--- config.mk ---
export PLATFORM = sky130hd
export DESIGN_NAME = fp_sum_result_queue_flat
export DESIGN_NICKNAME = d
export VERILOG_FILES = /design/src/rtl/fp_sum_result_queue_pkg.sv /design/src/rtl/fp_sum_result_queue_if.sv /design/src/rtl/fp_sum_result_queue_fifo.sv /design/src/rtl/fp_sum_result_queue.sv /design/src/flat_wrapper.sv
export SDC_FILE = /design/constraint.sdc
export NUM_CORES = 1
export LEC_CHECK = 0
export ABC_AREA = 1
export BUFFER_PORTS_ARGS = -buffer_cell sky130_fd_sc_hd__buf_2
export CORE_ASPECT_RATIO = 1.1
export CORE_MARGIN = 4
export CORE_UTILIZATION = 55
export DETAILED_ROUTE_END_ITERATION = 10
export PLACE_DENSITY = 0.74
export SLEW_MARGIN = 20
export SYNTH_ARGS = -nofsm -noshare
export SYNTH_HDL_FRONTEND = slang
export SYNTH_SLANG_ARGS = --single-unit
--- constraint.sdc ---
create_clock -name clk_i -period 3.75 [get_ports clk_i]
set_input_delay 0.75 -clock clk_i [delete_from_list [all_inputs] [get_ports clk_i]]
set_output_delay 0.75 -clock clk_i [all_outputs]
set_load 0.02 [all_outputs]
--- src/rtl/fp_sum_result_queue_pkg.sv ---
// ============================================================================
// Module : fp_sum_result_queue_pkg
// Brief  : Shared types for the FP summator result queue (float value, FIFO entry).
// Rev    : 1.0  initial release
// ============================================================================
`default_nettype none

package fp_sum_result_queue_pkg;

    localparam int FP_W     = 32;
    localparam int STATUS_W = 2;

    typedef struct packed {
        logic        sign;
        logic [7:0]  exp;
        logic [22:0] mant;
    } float_point_num;

    typedef struct packed {
        logic [STATUS_W-1:0] status;
        float_point_num      val;
    } fp_res_entry_t;

    function automatic fp_res_entry_t make_entry(input logic [STATUS_W-1:0] st,
                                                 input float_point_num      v);
        fp_res_entry_t e;
        e.status = st;
        e.val    = v;
        return e;
    endfunction

endpackage

`default_nettype wire

--- src/rtl/fp_sum_result_queue_if.sv ---
// ============================================================================
// Module : fp_sum_result_queue_if
// Brief  : Issue, summator-answer and result handshake bundle for the result queue.
// Rev    : 1.0  initial release
// ============================================================================
`default_nettype none

interface fp_sum_result_queue_if
    import fp_sum_result_queue_pkg::*;
#(
    parameter int DEPTH = 8
) ();

    localparam int LVL_W = $clog2(DEPTH + 1);

    logic                vld_i;
    logic                issue_rdy_o;
    float_point_num      answer_i;
    logic [STATUS_W-1:0] num_status_i;
    logic                res_vld_o;
    logic                res_rdy_i;
    float_point_num      res_o;
    logic [STATUS_W-1:0] res_status_o;
    logic [LVL_W-1:0]    level_o;
    logic                overflow_o;

    // Queue side
    modport master (
        input  vld_i, answer_i, num_status_i, res_rdy_i,
        output issue_rdy_o, res_vld_o, res_o, res_status_o, level_o, overflow_o
    );

    // Issuer / summator / consumer side
    modport slave (
        output vld_i, answer_i, num_status_i, res_rdy_i,
        input  issue_rdy_o, res_vld_o, res_o, res_status_o, level_o, overflow_o
    );

endinterface

`default_nettype wire

--- src/rtl/fp_sum_result_queue_fifo.sv ---
// ============================================================================
// Module : fp_res_fifo
// Brief  : DEPTH-entry synchronous in-order FIFO of fp_res_entry_t; rdata is zero when empty.
// Rev    : 1.0  initial release
// ============================================================================
`default_nettype none

module fp_res_fifo
    import fp_sum_result_queue_pkg::*;
#(
    parameter  int DEPTH = 8,
    localparam int LVL_W = $clog2(DEPTH + 1),
    localparam int PTR_W = $clog2(DEPTH)
) (
    input  wire logic             clk_i,
    input  wire logic             rst_i,
    input  wire logic             push,
    input  wire logic             pop,
    input  wire fp_res_entry_t    wdata,
    output fp_res_entry_t         rdata,
    output logic [LVL_W-1:0]      level,
    output logic                  full,
    output logic                  empty
);

    fp_res_entry_t      mem [DEPTH];
    logic [PTR_W-1:0]   wr_ptr;
    logic [PTR_W-1:0]   rd_ptr;
    logic [LVL_W-1:0]   level_q;
    logic               do_push;
    logic               do_pop;

    assign full    = (level_q == LVL_W'(DEPTH));
    assign empty   = (level_q == '0);
    assign level   = level_q;
    assign do_pop  = pop & ~empty;
    // A push at full only lands when the same cycle frees a slot
    assign do_push = push & (~full | do_pop);
    assign rdata   = empty ? '0 : mem[rd_ptr];

    always_ff @(posedge clk_i) begin
        if (do_push) begin
            mem[wr_ptr] <= wdata;
        end
    end

    always_ff @(posedge clk_i or negedge rst_i) begin
        if (!rst_i) begin
            wr_ptr  <= '0;
            rd_ptr  <= '0;
            level_q <= '0;
        end else begin
            if (do_push) begin
                wr_ptr <= wr_ptr + PTR_W'(1);
            end
            if (do_pop) begin
                rd_ptr <= rd_ptr + PTR_W'(1);
            end
            case ({do_push, do_pop})
                2'b10:   level_q <= level_q + LVL_W'(1);
                2'b01:   level_q <= level_q - LVL_W'(1);
                default: level_q <= level_q;
            endcase
        end
    end

endmodule

`default_nettype wire

--- src/rtl/fp_sum_result_queue.sv ---
// ============================================================================
// Module : fp_sum_result_queue
// Brief  : Tracks ops issued to a fixed-latency FP summator and queues {status, answer}
//          in order behind a valid/ready port, with credit-based issue_rdy_o.
//          Optional macro FP_RESQ_BYPASS_EN: empty-queue answers bypass straight to res_o.
// Rev    : 1.0  initial release
// ============================================================================
`default_nettype none

module fp_sum_result_queue
    import fp_sum_result_queue_pkg::*;
#(
    parameter int LATENCY = 4,
    parameter int DEPTH   = 8
) (
    input  wire logic               clk_i,
    input  wire logic               rst_i,
    fp_sum_result_queue_if.master   bus
);

    localparam int LVL_W = $clog2(DEPTH + 1);
    localparam int CNT_W = $clog2(LATENCY + 1);
    localparam int SUM_W = ((CNT_W > LVL_W) ? CNT_W : LVL_W) + 1;

`ifdef FP_RESQ_BYPASS_EN
    localparam bit BYPASS = 1'b1;
`else
    localparam bit BYPASS = 1'b0;
`endif

    logic [LATENCY-1:0] dly_q;
    logic               tap;
    logic [CNT_W-1:0]   inflight_q;
    logic               overflow_q;
    logic [SUM_W-1:0]   committed;

    logic               fifo_push;
    logic               fifo_pop;
    logic               fifo_full;
    logic               fifo_empty;
    logic [LVL_W-1:0]   fifo_level;
    fp_res_entry_t      head;
    fp_res_entry_t      wentry;
    fp_res_entry_t      res_ent;
    logic               res_vld;

    // Valid delay line mirroring the summator pipeline
    generate
        if (LATENCY == 1) begin : g_dly_one
            always_ff @(posedge clk_i or negedge rst_i) begin
                if (!rst_i) begin
                    dly_q <= '0;
                end else begin
                    dly_q <= bus.vld_i;
                end
            end
        end else begin : g_dly_multi
            always_ff @(posedge clk_i or negedge rst_i) begin
                if (!rst_i) begin
                    dly_q <= '0;
                end else begin
                    dly_q <= {dly_q[LATENCY-2:0], bus.vld_i};
                end
            end
        end
    endgenerate

    assign tap = dly_q[LATENCY-1];

    always_ff @(posedge clk_i or negedge rst_i) begin
        if (!rst_i) begin
            inflight_q <= '0;
        end else begin
            case ({bus.vld_i, tap})
                2'b10:   inflight_q <= inflight_q + CNT_W'(1);
                2'b01:   inflight_q <= inflight_q - CNT_W'(1);
                default: inflight_q <= inflight_q;
            endcase
        end
    end

    // Credit covers every op that will eventually need a slot; pops are credited next cycle
    assign committed       = SUM_W'(inflight_q) + SUM_W'(fifo_level);
    assign bus.issue_rdy_o = (committed < SUM_W'(DEPTH));

    assign wentry = make_entry(bus.num_status_i, bus.answer_i);

    always_comb begin
        res_vld   = ~fifo_empty;
        res_ent   = head;
        fifo_push = tap;
        fifo_pop  = ~fifo_empty & bus.res_rdy_i;
        if (BYPASS && fifo_empty && tap) begin
            res_vld   = 1'b1;
            res_ent   = wentry;
            fifo_push = ~bus.res_rdy_i;
        end
    end

    always_ff @(posedge clk_i or negedge rst_i) begin
        if (!rst_i) begin
            overflow_q <= 1'b0;
        end else if (tap && fifo_full && !fifo_pop) begin
            overflow_q <= 1'b1;
        end
    end

    fp_res_fifo #(
        .DEPTH (DEPTH)
    ) u_fifo (
        .clk_i (clk_i),
        .rst_i (rst_i),
        .push  (fifo_push),
        .pop   (fifo_pop),
        .wdata (wentry),
        .rdata (head),
        .level (fifo_level),
        .full  (fifo_full),
        .empty (fifo_empty)
    );

    assign bus.res_vld_o    = res_vld;
    assign bus.res_o        = res_ent.val;
    assign bus.res_status_o = res_ent.status;
    assign bus.level_o      = fifo_level;
    assign bus.overflow_o   = overflow_q;

endmodule

`default_nettype wire

--- src/flat_wrapper.sv ---
// flat-port wrapper written by rule: the top's interface ports become plain ports
module fp_sum_result_queue_flat import fp_sum_result_queue_pkg::*;
#(
    parameter int LATENCY = 4,
    parameter int DEPTH   = 8
)
  (clk_i, rst_i, bus_vld_i, bus_answer_i, bus_num_status_i, bus_res_rdy_i, bus_issue_rdy_o, bus_res_vld_o, bus_res_o, bus_res_status_o, bus_level_o, bus_overflow_o);
  fp_sum_result_queue_if #(.DEPTH(DEPTH)) bus_i ();
  input  wire logic clk_i;
  input  wire logic rst_i;
  input wire logic [$bits(bus_i.vld_i)-1:0] bus_vld_i;
  input wire logic [$bits(bus_i.answer_i)-1:0] bus_answer_i;
  input wire logic [$bits(bus_i.num_status_i)-1:0] bus_num_status_i;
  input wire logic [$bits(bus_i.res_rdy_i)-1:0] bus_res_rdy_i;
  output wire logic [$bits(bus_i.issue_rdy_o)-1:0] bus_issue_rdy_o;
  output wire logic [$bits(bus_i.res_vld_o)-1:0] bus_res_vld_o;
  output wire logic [$bits(bus_i.res_o)-1:0] bus_res_o;
  output wire logic [$bits(bus_i.res_status_o)-1:0] bus_res_status_o;
  output wire logic [$bits(bus_i.level_o)-1:0] bus_level_o;
  output wire logic [$bits(bus_i.overflow_o)-1:0] bus_overflow_o;
  assign bus_i.vld_i = bus_vld_i;
  assign bus_i.answer_i = bus_answer_i;
  assign bus_i.num_status_i = bus_num_status_i;
  assign bus_i.res_rdy_i = bus_res_rdy_i;
  assign bus_issue_rdy_o = bus_i.issue_rdy_o;
  assign bus_res_vld_o = bus_i.res_vld_o;
  assign bus_res_o = bus_i.res_o;
  assign bus_res_status_o = bus_i.res_status_o;
  assign bus_level_o = bus_i.level_o;
  assign bus_overflow_o = bus_i.overflow_o;
  fp_sum_result_queue #(.LATENCY(LATENCY), .DEPTH(DEPTH)) u_core (.clk_i(clk_i), .rst_i(rst_i), .bus(bus_i));
endmodule
==> reports/metrics.csv <==
stage,metric,value,unit
cts,clk_lat worst skew,530,ps
cells_and_area,final core utilization,63.9,%
worst_setup_path,Slowest cell on crit path,dfrtp_4,
synthesis,XOR/XNOR Fraction of Synth Area,0.605,%
cts,post-cts hold buffer count,0,
floorplanning,I/O Pins,79,
routing,via count,7253,
sta,Final setup violation count,0,
sta,Pins Over Slew Limit,0,
synthesis,Post-Synth Adder-Cell Area,0.822,%
sta,Fin Hold WS,149,ps
cells_and_area,Layout area overhead,14.0,%
cts,CTS max path bufs,3,
synthesis,sequential area share after synthesis,74.5,%
worst_setup_path,CP dominant cell by count,nor2_1,
cts,clk root buf,clkbuf_16,
synthesis,post-synthesis net count,927,
sta,setup_tns,0,ps
sta,final hold viol count,0,
grt,initial antenna violation count,3,
routing,drc violations,0,
cts,CTS tree,built,
sta,Worst-Margin Slew,703,ps
synthesis,mapped cell area,0.0116,sq mm
cts,CTS Buf Count,28,
pwr,power density over the cells,846,mW/mm^2
pwr,worst vdd ir,0.573,mV
place,Detailed Place HPWL,12900,microns
synthesis,area fraction in compound gates after synthesis,10.1,%
synthesis,Post-Synth Simple-Gate Area,10.9,%
worst_setup_path,endpoint class of the critical path,output port,
grt,largest net degree at the start of global routing,138,
worst_setup_path,Critical Path Max Stage Delay,500,ps
cts,CTS resizes,0,
synthesis,post-synthesis mux area share,0,%
sta,Fmax,301,MHz
worst_setup_path,maximum fanout along the worst path,46,
synthesis,"top cells by area, synth","edfxtp_1 71%, nor2_1 9.1%, o32ai_1 5.1%, o21ai_0 4.1%, dfrtp_1 3.9%",
run_status,outcome,finished clean,
worst_setup_path,crit-path cells,"inv_4, buf_12, nor2_1, o32ai_1, o21ai_1, nor2_1, buf_2",
synthesis,Avg Synthesized Cell Area,13.1,sq um
synthesis,post-synth top area share,70.6,%
grt,global-route wire length before repair,38400,microns
cts,Post-CTS Setup Bufs,0,
floorplanning,Core ar.,0.0206,sq mm
pwr,leakage,4.60,nW
worst_setup_path,CP startpoint kind,flop,
routing,DRT iter0 DRCs,578,
cells_and_area,fill cell count,1490,
sta,Fin Clk Skew,4.30,ps
cells_and_area,share of layout cells above drive strength 1,16.5,%
floorplanning,Die ar.,0.0234,sq mm
synthesis,"Top FF cell, synth",edfxtp_1,
worst_setup_path,kind of critical path,flop to output port,
place,buffers added on ports,78,
place,final RePlAce weighted congestion,0.775,
synthesis,cell taking the most area after synthesis,edfxtp_1,
routing,Via-to-Cell Ratio,5.89,
routing,remaining antenna violation count,0,
cts,clk sink count,290,
min_path,Min-Delay Path Class,input port to asynchronous set/reset pin,
sta,Slew HR,53.1,%
sta,Final period util,88.7,%
synthesis,Mapped Cells,882,
synthesis,"Async S/R FF share, synth",6.21,%
cts,"Clk pin slew, worst setup/hold paths",60,ps
floorplanning,die height,160,microns
floorplanning,row count,55,
grt,GRT overflow,0,
synthesis,synth unique cells,30,
sta,RSZ-0062 raised after global routing,no,
sta,minimum clock period,3330,ps
synthesis,warnings from Yosys,0,
flow_run,max cap viols,0,
floorplanning,Die X,146,microns
floorplanning,Starting Density,56.1,%
cells_and_area,Nets,999,
synthesis,Post-synth EDFFs,272,
routing,final WL,24400,microns
worst_setup_path,Worst EP arrival,2580,ps
routing,Wirelength per Cell,19.8,microns
routing,DRT Pass-1 Iters,5,
grt,vias in the first global route,7243,
grt,GRT Overall Usage,20.4,%
worst_setup_path,Critical Path RT,3000,ps
cts,H-Tree Level Count,1,
synthesis,largest family of logic cells by synthesized area,simple AND/OR/NAND/NOR gates,
synthesis,"FF+latch count, synth",290,
## report_power, final
part | switching (mW) | internal, mW | total [mW]
logic | 2.79 | 1.27 | 4.06
registers | 0.254 | 4.04 | 4.30
clock network | 1.13 | 1.67 | 2.80
## per-layer routing
layer	routed length, microns	global-route usage [%]	vias to the layer above
li1	-	-	3360
met2	12200	35.3	246
met5	15	0	-
met1	10200	27.2	3598
met4	487	5.90	4
met3	1500	3.06	45
## final timing paths
path	startpoint	to	slack [ps]	cells past startpoint
max in group asynchronous	rst_i	u_core.u_fifo.rd_ptr[1]$_DFFE_PN0N_	3270	1
min in group clk_i	bus_vld_i	u_core.dly_q[0]$_DFF_PN0_	340	1
min	rst_i	u_core.u_fifo.rd_ptr[2]$_DFFE_PN0N_	150	1
min reg2reg	u_core.dly_q[0]$_DFF_PN0_	u_core.dly_q[1]$_DFF_PN0_	350	0
max	u_core.u_fifo.rd_ptr[0]$_DFFE_PN0N_	bus_res_status_o[0]	420	7
max reg2reg	u_core.u_fifo.level[3]$_DFFE_PN0P_	u_core.u_fifo.mem[7][30]$_DFFE_PP_	1330	9
## stage by stage
stage	power (mW)	setup slack (ps)	cell area, sq um	std cells
6_report	11.2	423	13200	1231
3_5_place_dp	8.41	1010	12300	1180
4_1_cts	11.2	399	13200	1230
5_1_grt	11.8	298	13200	1231
3_3_place_gp	8.31	1060	12300	1180
2_1_floorplan	7.13	637	11600	882
## worst max-delay path, delay by kind of cell (launching register included)
kind | cells | cell delay [ps]
buffers and inverters | 3 | 840
DFF | 1 | 500
AOI/OAI and AO/OA | 2 | 360
and+or+nand+nor | 2 | 310
## cell type report
| type | instances | area (sq um) | share of cell area, % |
|---|---|---|---|
| clock buffer | 32 | 737 | 5.59 |
| tap | 256 | 320 | 2.43 |
| clock inverter | 18 | 188 | 1.42 |
| sequential | 290 | 8630 | 65.4 |
| multi-input combinational | 518 | 2660 | 20.2 |
| inverter | 18 | 70.1 | 0.531 |
| antenna | 1 | 2.50 | 0.0190 |
| timing repair buffer | 98 | 591 | 4.48 |
## flip-flops by register name, summed over array words and instances, names as in the netlist
| register | flops |
|---|---|
| u_core.u_fifo.rd_ptr | 3 |
| u_core.u_fifo.level | 4 |
| u_core.inflight_q | 3 |
| u_core.bus.overflow_o | 1 |
| u_core.dly_q | 4 |
| u_core.u_fifo.mem | 272 |
| u_core.u_fifo.wr_ptr | 3 |
## cell usage in the layout (no fill, tap or decap), types with 5 or more instances in the layout
cell | netlist | layout
nor2_1 | 282 | 274
edfxtp_1 | 272 | 272
o21ai_0 | 95 | 95
buf_2 | 17 | 78
o32ai_1 | 68 | 68
clkbuf_16 | 0 | 29
nand2_1 | 26 | 26
buf_4 | 7 | 16
dfrtp_1 | 18 | 16
inv_1 | 15 | 15
o21ai_1 | 12 | 12
nor2_4 | 0 | 8
clkinv_1 | 0 | 7
ha_1 | 6 | 6
xor2_1 | 5 | 5
clkinv_2 | 0 | 5
## Yosys cell counts, types with 4 or more instances
master	n
dfrtp_1	18
nand2_1	26
buf_2	17
o21ai_1	12
inv_1	15
nor2_1	282
nand2_2	4
xor2_1	5
clkbuf_1	27
o32ai_1	68
buf_6	4
edfxtp_1	272
ha_1	6
buf_4	7
o21ai_0	95
## kinds of logic after synthesis
kind of cell | Yosys count
XOR/XNOR | 8
adder cells (fa/ha/maj) | 7
buffers and inverters | 74
AO/OA/AOI/OAI | 180
flip-flops | 290
AND/OR/NAND/NOR | 323
(Power assumes the default switching activity.)
